[src/rtl/axi_lite_reg_master.sv]
// Single-outstanding AXI4-Lite initiator for the *_cpu_regs slaves: one command in, one response out.
// Optional bus watchdog enabled by defining AXIL_MASTER_TIMEOUT_EN.
module axi_lite_reg_master #(
  parameter int C_M_AXI_ADDR_WIDTH = 32,
  parameter int C_M_AXI_DATA_WIDTH = 32,
  parameter logic [C_M_AXI_ADDR_WIDTH-1:0] C_BASE_ADDRESS = '0,
  parameter int C_TIMEOUT_CYCLES = 1024
) (
  input  logic                            clk,
  input  logic                            resetn,
  input  logic                            cmd_valid,
  output logic                            cmd_ready,
  input  logic                            cmd_rnw,
  input  logic [C_M_AXI_ADDR_WIDTH-1:0]   cmd_addr,
  input  logic [C_M_AXI_DATA_WIDTH-1:0]   cmd_wdata,
  input  logic [C_M_AXI_DATA_WIDTH/8-1:0] cmd_wstrb,
  output logic                            rsp_valid,
  input  logic                            rsp_ready,
  output logic [C_M_AXI_DATA_WIDTH-1:0]   rsp_rdata,
  output logic [1:0]                      rsp_resp,
  output logic                            busy,
  output logic                            timeout_err,
  output logic [C_M_AXI_ADDR_WIDTH-1:0]   M_AXI_AWADDR,
  output logic                            M_AXI_AWVALID,
  input  logic                            M_AXI_AWREADY,
  output logic [C_M_AXI_DATA_WIDTH-1:0]   M_AXI_WDATA,
  output logic [C_M_AXI_DATA_WIDTH/8-1:0] M_AXI_WSTRB,
  output logic                            M_AXI_WVALID,
  input  logic                            M_AXI_WREADY,
  input  logic [1:0]                      M_AXI_BRESP,
  input  logic                            M_AXI_BVALID,
  output logic                            M_AXI_BREADY,
  output logic [C_M_AXI_ADDR_WIDTH-1:0]   M_AXI_ARADDR,
  output logic                            M_AXI_ARVALID,
  input  logic                            M_AXI_ARREADY,
  input  logic [C_M_AXI_DATA_WIDTH-1:0]   M_AXI_RDATA,
  input  logic [1:0]                      M_AXI_RRESP,
  input  logic                            M_AXI_RVALID,
  output logic                            M_AXI_RREADY
);

  // state     | meaning
  // S_IDLE    | waiting for a command
  // S_WR      | AW and W channels in flight, each retires on its own handshake
  // S_WR_RESP | waiting for BVALID
  // S_RD_ADDR | AR in flight
  // S_RD_DATA | waiting for RVALID
  // S_RSP     | response held until rsp_ready
  localparam logic [2:0] S_IDLE    = 3'd0;
  localparam logic [2:0] S_WR      = 3'd1;
  localparam logic [2:0] S_WR_RESP = 3'd2;
  localparam logic [2:0] S_RD_ADDR = 3'd3;
  localparam logic [2:0] S_RD_DATA = 3'd4;
  localparam logic [2:0] S_RSP     = 3'd5;

  logic [2:0]                      state_q, state_d;
  logic [C_M_AXI_ADDR_WIDTH-1:0]   addr_q, addr_d;
  logic [C_M_AXI_DATA_WIDTH-1:0]   wdata_q, wdata_d;
  logic [C_M_AXI_DATA_WIDTH/8-1:0] wstrb_q, wstrb_d;
  logic                            aw_done_q, aw_done_d;
  logic                            w_done_q, w_done_d;
  logic [C_M_AXI_DATA_WIDTH-1:0]   rdata_q, rdata_d;
  logic [1:0]                      resp_q, resp_d;
  logic aw_hs, w_hs, b_hs, ar_hs, r_hs;

`ifdef AXIL_MASTER_TIMEOUT_EN
  localparam int TW = (C_TIMEOUT_CYCLES > 2) ? $clog2(C_TIMEOUT_CYCLES) : 1;
  localparam logic [TW-1:0] TMO_LIMIT = TW'(C_TIMEOUT_CYCLES - 1);
  logic [TW-1:0] tmo_cnt_q, tmo_cnt_d;
  logic          timeout_err_q, timeout_err_d;
  logic          waiting;
`endif

  assign cmd_ready     = (state_q == S_IDLE);
  assign busy          = (state_q != S_IDLE);
  assign rsp_valid     = (state_q == S_RSP);
  assign rsp_rdata     = rdata_q;
  assign rsp_resp      = resp_q;
  assign M_AXI_AWADDR  = addr_q;
  assign M_AXI_ARADDR  = addr_q;
  assign M_AXI_WDATA   = wdata_q;
  assign M_AXI_WSTRB   = wstrb_q;
  assign M_AXI_AWVALID = (state_q == S_WR) && !aw_done_q;
  assign M_AXI_WVALID  = (state_q == S_WR) && !w_done_q;
  assign M_AXI_BREADY  = (state_q == S_WR_RESP);
  assign M_AXI_ARVALID = (state_q == S_RD_ADDR);
  assign M_AXI_RREADY  = (state_q == S_RD_DATA);

  assign aw_hs = M_AXI_AWVALID && M_AXI_AWREADY;
  assign w_hs  = M_AXI_WVALID && M_AXI_WREADY;
  assign b_hs  = M_AXI_BREADY && M_AXI_BVALID;
  assign ar_hs = M_AXI_ARVALID && M_AXI_ARREADY;
  assign r_hs  = M_AXI_RREADY && M_AXI_RVALID;

  always_comb begin
    state_d   = state_q;
    addr_d    = addr_q;
    wdata_d   = wdata_q;
    wstrb_d   = wstrb_q;
    aw_done_d = aw_done_q;
    w_done_d  = w_done_q;
    rdata_d   = rdata_q;
    resp_d    = resp_q;
    case (state_q)
      S_IDLE: begin
        aw_done_d = 1'b0;
        w_done_d  = 1'b0;
        if (cmd_valid) begin
          addr_d  = cmd_addr ^ C_BASE_ADDRESS;
          wdata_d = cmd_wdata;
          wstrb_d = cmd_wstrb;
          state_d = cmd_rnw ? S_RD_ADDR : S_WR;
        end
      end
      S_WR: begin
        aw_done_d = aw_done_q || aw_hs;
        w_done_d  = w_done_q || w_hs;
        if (aw_done_d && w_done_d) state_d = S_WR_RESP;
      end
      S_WR_RESP: begin
        if (M_AXI_BVALID) begin
          resp_d  = M_AXI_BRESP;
          rdata_d = '0;
          state_d = S_RSP;
        end
      end
      S_RD_ADDR: begin
        if (M_AXI_ARREADY) state_d = S_RD_DATA;
      end
      S_RD_DATA: begin
        if (M_AXI_RVALID) begin
          rdata_d = M_AXI_RDATA;
          resp_d  = M_AXI_RRESP;
          state_d = S_RSP;
        end
      end
      S_RSP: begin
        if (rsp_ready) state_d = S_IDLE;
      end
      default: state_d = S_IDLE;
    endcase
`ifdef AXIL_MASTER_TIMEOUT_EN
    // Watchdog counts idle-bus cycles in the four bus-wait states; the abort wins over a late handshake.
    waiting       = (state_q == S_WR) || (state_q == S_WR_RESP) ||
                    (state_q == S_RD_ADDR) || (state_q == S_RD_DATA);
    timeout_err_d = 1'b0;
    tmo_cnt_d     = '0;
    if (waiting) begin
      if (!(aw_hs || w_hs || b_hs || ar_hs || r_hs)) tmo_cnt_d = tmo_cnt_q + 1'b1;
      if (tmo_cnt_q == TMO_LIMIT) begin
        state_d       = S_RSP;
        resp_d        = 2'b11;
        rdata_d       = C_M_AXI_DATA_WIDTH'(32'hDEADBEEF);
        aw_done_d     = 1'b0;
        w_done_d      = 1'b0;
        tmo_cnt_d     = '0;
        timeout_err_d = 1'b1;
      end
    end
`endif
  end

  always_ff @(posedge clk) begin
    if (!resetn) begin
      state_q   <= S_IDLE;
      addr_q    <= '0;
      wdata_q   <= '0;
      wstrb_q   <= '0;
      aw_done_q <= 1'b0;
      w_done_q  <= 1'b0;
      rdata_q   <= '0;
      resp_q    <= '0;
    end else begin
      state_q   <= state_d;
      addr_q    <= addr_d;
      wdata_q   <= wdata_d;
      wstrb_q   <= wstrb_d;
      aw_done_q <= aw_done_d;
      w_done_q  <= w_done_d;
      rdata_q   <= rdata_d;
      resp_q    <= resp_d;
    end
  end

`ifdef AXIL_MASTER_TIMEOUT_EN
  always_ff @(posedge clk) begin
    if (!resetn) begin
      tmo_cnt_q     <= '0;
      timeout_err_q <= 1'b0;
    end else begin
      tmo_cnt_q     <= tmo_cnt_d;
      timeout_err_q <= timeout_err_d;
    end
  end
  assign timeout_err = timeout_err_q;
`else
  assign timeout_err = 1'b0;
`endif

endmodule

[config.mk]
export PLATFORM = sky130hd
export DESIGN_NAME = axi_lite_reg_master
export DESIGN_NICKNAME = d
export VERILOG_FILES = /design/src/rtl/axi_lite_reg_master.sv
export SDC_FILE = /design/constraint.sdc
export NUM_CORES = 1
export LEC_CHECK = 0
export BUFFER_PORTS_ARGS = -buffer_cell sky130_fd_sc_hd__buf_2
export CORE_MARGIN = 2
export CORE_UTILIZATION = 39
export DETAILED_ROUTE_END_ITERATION = 16
export GPL_ROUTABILITY_DRIVEN = 0
export PLACE_DENSITY = 0.77
export SYNTH_ARGS = -nofsm -noshare
export SYNTH_HDL_FRONTEND = slang
export SYNTH_SLANG_ARGS = --single-unit
[constraint.sdc]
create_clock -name clk -period 1.4 [get_ports clk]
set_input_delay 0.14 -clock clk [delete_from_list [all_inputs] [get_ports clk]]
set_output_delay 0.14 -clock clk [all_outputs]
set_load 0.02 [all_outputs]
# --- Word level (Yosys, flattened, before mapping) ---
# Index checks and enable logic that the tools add are counted.
totals:
  latch_bits: 0
  output_inout_bits: 143
  ff_bits: 107
  mem_bits_rw: 0
  wordCells: 51
  romBits: 0
  in_bits: 114
  memories: 0
classes:
  n_div: 0
  n_addsub: 0
  bitwise: 0
  n_reduce_logical: 16
  mul: 0
  n_lt_le_gt_ge: 0
  n_eq_ne: 11
  n_mux: 16
  n_shift: 0
ops:
  columns: ["operator", "n"]
  rows:
  - ["$mux W32", 2]
  - ["$pmux W32 S2", 1]
  - ["$mux W3", 6]
  - ["$pmux W3 S6", 1]
  - ["$eq A3 B2 Y1 const B", 2]
  - ["$eq A3 B3 Y1 const B", 2]
  - ["$mux W2", 3]
  - ["$ne A2 B1 Y1 const B", 3]
  - ["$ne A2 B2 Y1 const B", 3]
  - ["$reduce_and A6 Y1", 1]
  - ["$logic_and A1 B1 Y1", 5]
  - ["$pmux W1 S2", 2]
  - ["$pmux W2 S2", 1]
  - ["$reduce_bool A2 Y1", 2]
  - ["$eq A3 B1 Y1 const B", 1]
  - ["$logic_not A3 Y1", 1]
  - ["$reduce_and A3 Y1", 1]
  - ["$reduce_bool A3 Y1", 1]
  - ["$logic_not A1 Y1", 2]
  - ["$logic_or A1 B1 Y1", 2]
  - ["$reduce_and A2 Y1", 1]

# --- Depth between registers and ports, before layout ---
depth:
  ltp_word: 7
  depth_mapped: 9
  ltp_nobuf: 6

# --- Worst setup path before layout ---
# Ideal clock, no wire load.
synth_path:
  kind: "register to register"
  start: "reg state_q[2]"
  end: "reg rdata_q[1], in the netlist rsp_rdata[1]"
  n_path_buf: 2
  required_ps: 1335
  period_less_slack_ps: 1541
  path_stages_with_launch: 7
  path_slack_ps: -141
  setup_ps: 65
  t_arrival_ps: 1476
  path_cell_list: "dfxtp_1 > nor3b_2 > and2_1 > buf_4 > buf_6 > a22oi_1 > nor2_1"
synth_between:
  elab_chain_cells: 3
  word_cells_on_any_way: 7
  cone_classes: "eq/ne (4); mux (1); reduce/logical (2)"
synth_lines:
  columns: ["element", "line_no", "rtl"]
  rows:
  - ["from (decl)", "56", "logic [2:0] state_q, state_d;"]
  - ["from (signal assigned)", "174", "state_q <= state_d;"]
  - ["$eq A3 B3 Y1 (*)", null, null]
  - ["net M_AXI_RREADY", "39", "output logic M_AXI_RREADY"]
  - ["$ne A2 B2 Y1 (no line) or $reduce_bool A2 Y1 (tied branches)", null, null]
  - ["$reduce_and A3 Y1 (no line)", null, null]
  - ["to (signal assigned)", "180", "rdata_q <= rdata_d;"]
  - ["to (decl)", "62", "logic [C_M_AXI_DATA_WIDTH-1:0] rdata_q, rdata_d;"]
# The timed path passes the listed nets; every way through them passes the cells marked *.
# A chain may end at the register's enable or synchronous reset.

# --- Final worst setup path ---
layout_path:
  start: "reg state_q[1]"
  end: "out M_AXI_BREADY"
layout_between:
  elab_chain_cells: 1
layout_lines:
  columns: ["element", "line_no", "rtl"]
  rows:
  - ["$eq A3 B2 Y1", "85", "assign M_AXI_BREADY = (state_q == S_WR_RESP);"]
  - ["to (decl)", "32", "output logic M_AXI_BREADY,"]
# Every way passes these cells.

==> results.cfg <==
[run_status]
status = complete, but fails checks
violations = setup timing

[worst_setup_path]
crit_type = flip-flop to output pin
arrival_ns = 1.30
required_ns = 1.26
critical_path.cell_chain = buf_4 > and3_1 > buf_6
slowest_delay_ns = 0.41
critPathSlowestCell = dfxtp_4
startpoint_type = flip-flop
worstSetupEndpointType = output pin
critPathMaxFanout = 7
reg2reg_slack_ns = -0.02

[power]
p_leak_nw = 3.19
powerDensity_mw_per_mm2 = 1760
ir_drop_mv = 0.885

[final_layout]
nets = 897
fill_cells = 846
drive_gt1_frac = 0.462
area_growth_pct = 60.0
design_area_sq_mm = 0.00664

[die]
dieArea_sq_mm = 0.0115
floorplan.core_area_sq_mm = 0.0103
rows = 37
die_w_microns = 107
die_h_microns = 107
ios = 257
start_util = 0.402

[yosys]
yosys.area.top_type_share = 0.516
synthDistinctLibCells = 33
syn_nets = 613
syn_area_per_cell_sq_um = 8.32
yosys.area.top_type = dfxtp_1
synth_top_cells_by_area = dfxtp_1 52%, nand2_1 13%, a21oi_1 8.9%
synth_seq_cells = 107
synth.cell_area_sq_mm = 0.00415
netlist_instances = 499
yosysWarnings = 0
ys_seq_area_frac = 0.516

[grt]
grt_antenna_before_repair = 0
gr-total-overflow = 0
grt_pass1_vias = 4051
grt_use_total = 0.206
grt_max_degree = 57
grt_pass1_wl_microns = 19000

[place]
numPortBuffers = 255
placed_cell_area_sq_mm = 0.00535
dpl.hpwl_microns = 8260

[clock_tree]
clk_latency_ns = 0.36
cts_sinks = 107
cts_buffers = 9
clkTransAtPathRegs_ns = 0.11
htreeDepth = 3
cts_buffer_depth = 2
cts_tree = yes
root_buffer = clkbuf_8

[timing]
fmax_ghz = 0.695
fin_crit_ns = 1.44
layout_setup_ws_ns = -0.0379
setup_viol = 13
maxSlewViolCount = 0
final_hold_viol_count = 0
finalSetupTns_ns = -0.177
rsz0062_at_grt = true
period_share = 1.03
relSlewSlack = 0.659
worst_pin_slew_ns = 0.511
finalClockSkew_ns = 0.0107
timing.hold.ws_ns = 0.0151

[routing]
first_pass_iters = 6
antenna_left = 0
routed_wirelength_microns = 13600
drc = 0
wire_per_inst_microns = 14.7
first_iter_violations = 221
avgViaCountPerCell = 4.87
vias = 4509

[job]
maxCapViolations = 0

[min_path]
hold_class = input pin to flip-flop
[repair_timing]
| item | CTS | global route |
|---|---|---|
| gates resized for setup | 21 | 65 |
| pin swaps | 3 | 20 |
| hold buffers | 51 | 2 |
| setup buffers | 6 | 3 |
| cloned | 0 | 10 |
| hold endpoints to repair | 51 | 2 |
| setup endpoints to repair | 8 | 109 |
[cells in the mapped netlist]
library cell	count
a2111oi_0	1
a211oi_1	1
a21o_1	2
a21oi_1	74
a221oi_2	1
a22oi_1	32
a32o_1	1
a41o_1	1
and2_1	2
and3_1	2
and3b_1	2
buf_2	7
buf_4	39
buf_6	6
clkbuf_1	16
conb_1	1
dfxtp_1	107
inv_1	4
inv_2	1
mux2i_1	1
nand2_1	143
nand2_2	2
nand2b_1	3
nand3_1	1
nor2_1	38
nor2_4	1
nor2b_1	1
nor3b_2	1
o21ai_0	3
o21ai_1	1
o21ai_4	1
o22ai_1	2
or3_1	1
[layer usage]
layer  routed length, microns  GRT usage
met4                      214     0.0928
met3                     1110     0.0517
met1                     5130      0.220
met5                        0          0
met2                     7190      0.378
[logic make-up after synthesis]
family / count (synthesis) / share of synthesized area
AOI/OAI and AO/OA: 120 / 0.175
buffers and inverters: 73 / 0.114
DFF: 107 / 0.516
muxes: 1 / 0.00241
other: 1 / 0.000904
and+or+nand+nor: 197 / 0.191
[state kept, by name, indices dropped and copies added (netlist names)]
name and count:
aw_done_q 1, M_AXI_WSTRB 4, state_q 3, rsp_rdata 32
M_AXI_ARADDR 32, w_done_q 1, rsp_resp 2, M_AXI_WDATA 32
[layout make-up]
class	count	area [sq um]	area share
sequential	107	2150	0.324
timing repair buffer	340	2310	0.347
tap	136	170	0.0256
antenna	1	2.50	0.000377
clock inverter	7	77.6	0.0117
inverter	5	21.3	0.00320
multi-input combinational	320	1790	0.269
clock buffer	9	124	0.0187
[worst max-delay path, delay by kind of cell, from the launching register on]
| family | cells | cell delay [ns] |
|---|---|---|
| AND/OR/NAND/NOR | 1 | 0.24 |
| buffers and inverters | 2 | 0.28 |
| flip-flops | 1 | 0.41 |
[stage by stage]
stage | std cells | total power, mW | util | worst slack [ns]
finish | 925 | 11.7 | 0.643 | -0.0379
global route | 924 | 12.3 | 0.643 | -0.102
CTS | 909 | 10.6 | 0.598 | -0.0495
detailed placement | 836 | 8.36 | 0.518 | 0.0157
global placement | 836 | 8.24 | 0.518 | 0.0941
floorplan | 499 | 7.09 | - | 0.00314
[power breakdown]
part	switching [mW]	internal (mW)	total (mW)
Combinational	3.31	2.47	5.77
Clock	1.08	0.841	1.92
Sequential	0.394	3.61	4.00
Total	4.78	6.92	11.7
[path summary, 6_finish.rpt]
| path | start | cells past startpoint | end |
|---|---|---|---|
| setup / recovery | state_q[1] | 3 | M_AXI_BREADY |
| hold / removal | M_AXI_RDATA[18] | 3 | rsp_rdata[18] |
| setup reg to reg | state_q[1] | 6 | rsp_resp[0] |
| hold reg to reg | M_AXI_WDATA[28] | 2 | M_AXI_WDATA[28] |
[layout by cell type, fill, tap and decap left out, drive strengths merged, types with 5 or more instances in the layout]
cell type / instances
inv: 6
dlygate4sd3: 53
nand2: 145
nor2: 39
a21oi: 74
o21ai: 5
a22oi: 32
buf: 282
dfxtp: 107
clkbuf: 14
Power figures use the tool's default switching activity.
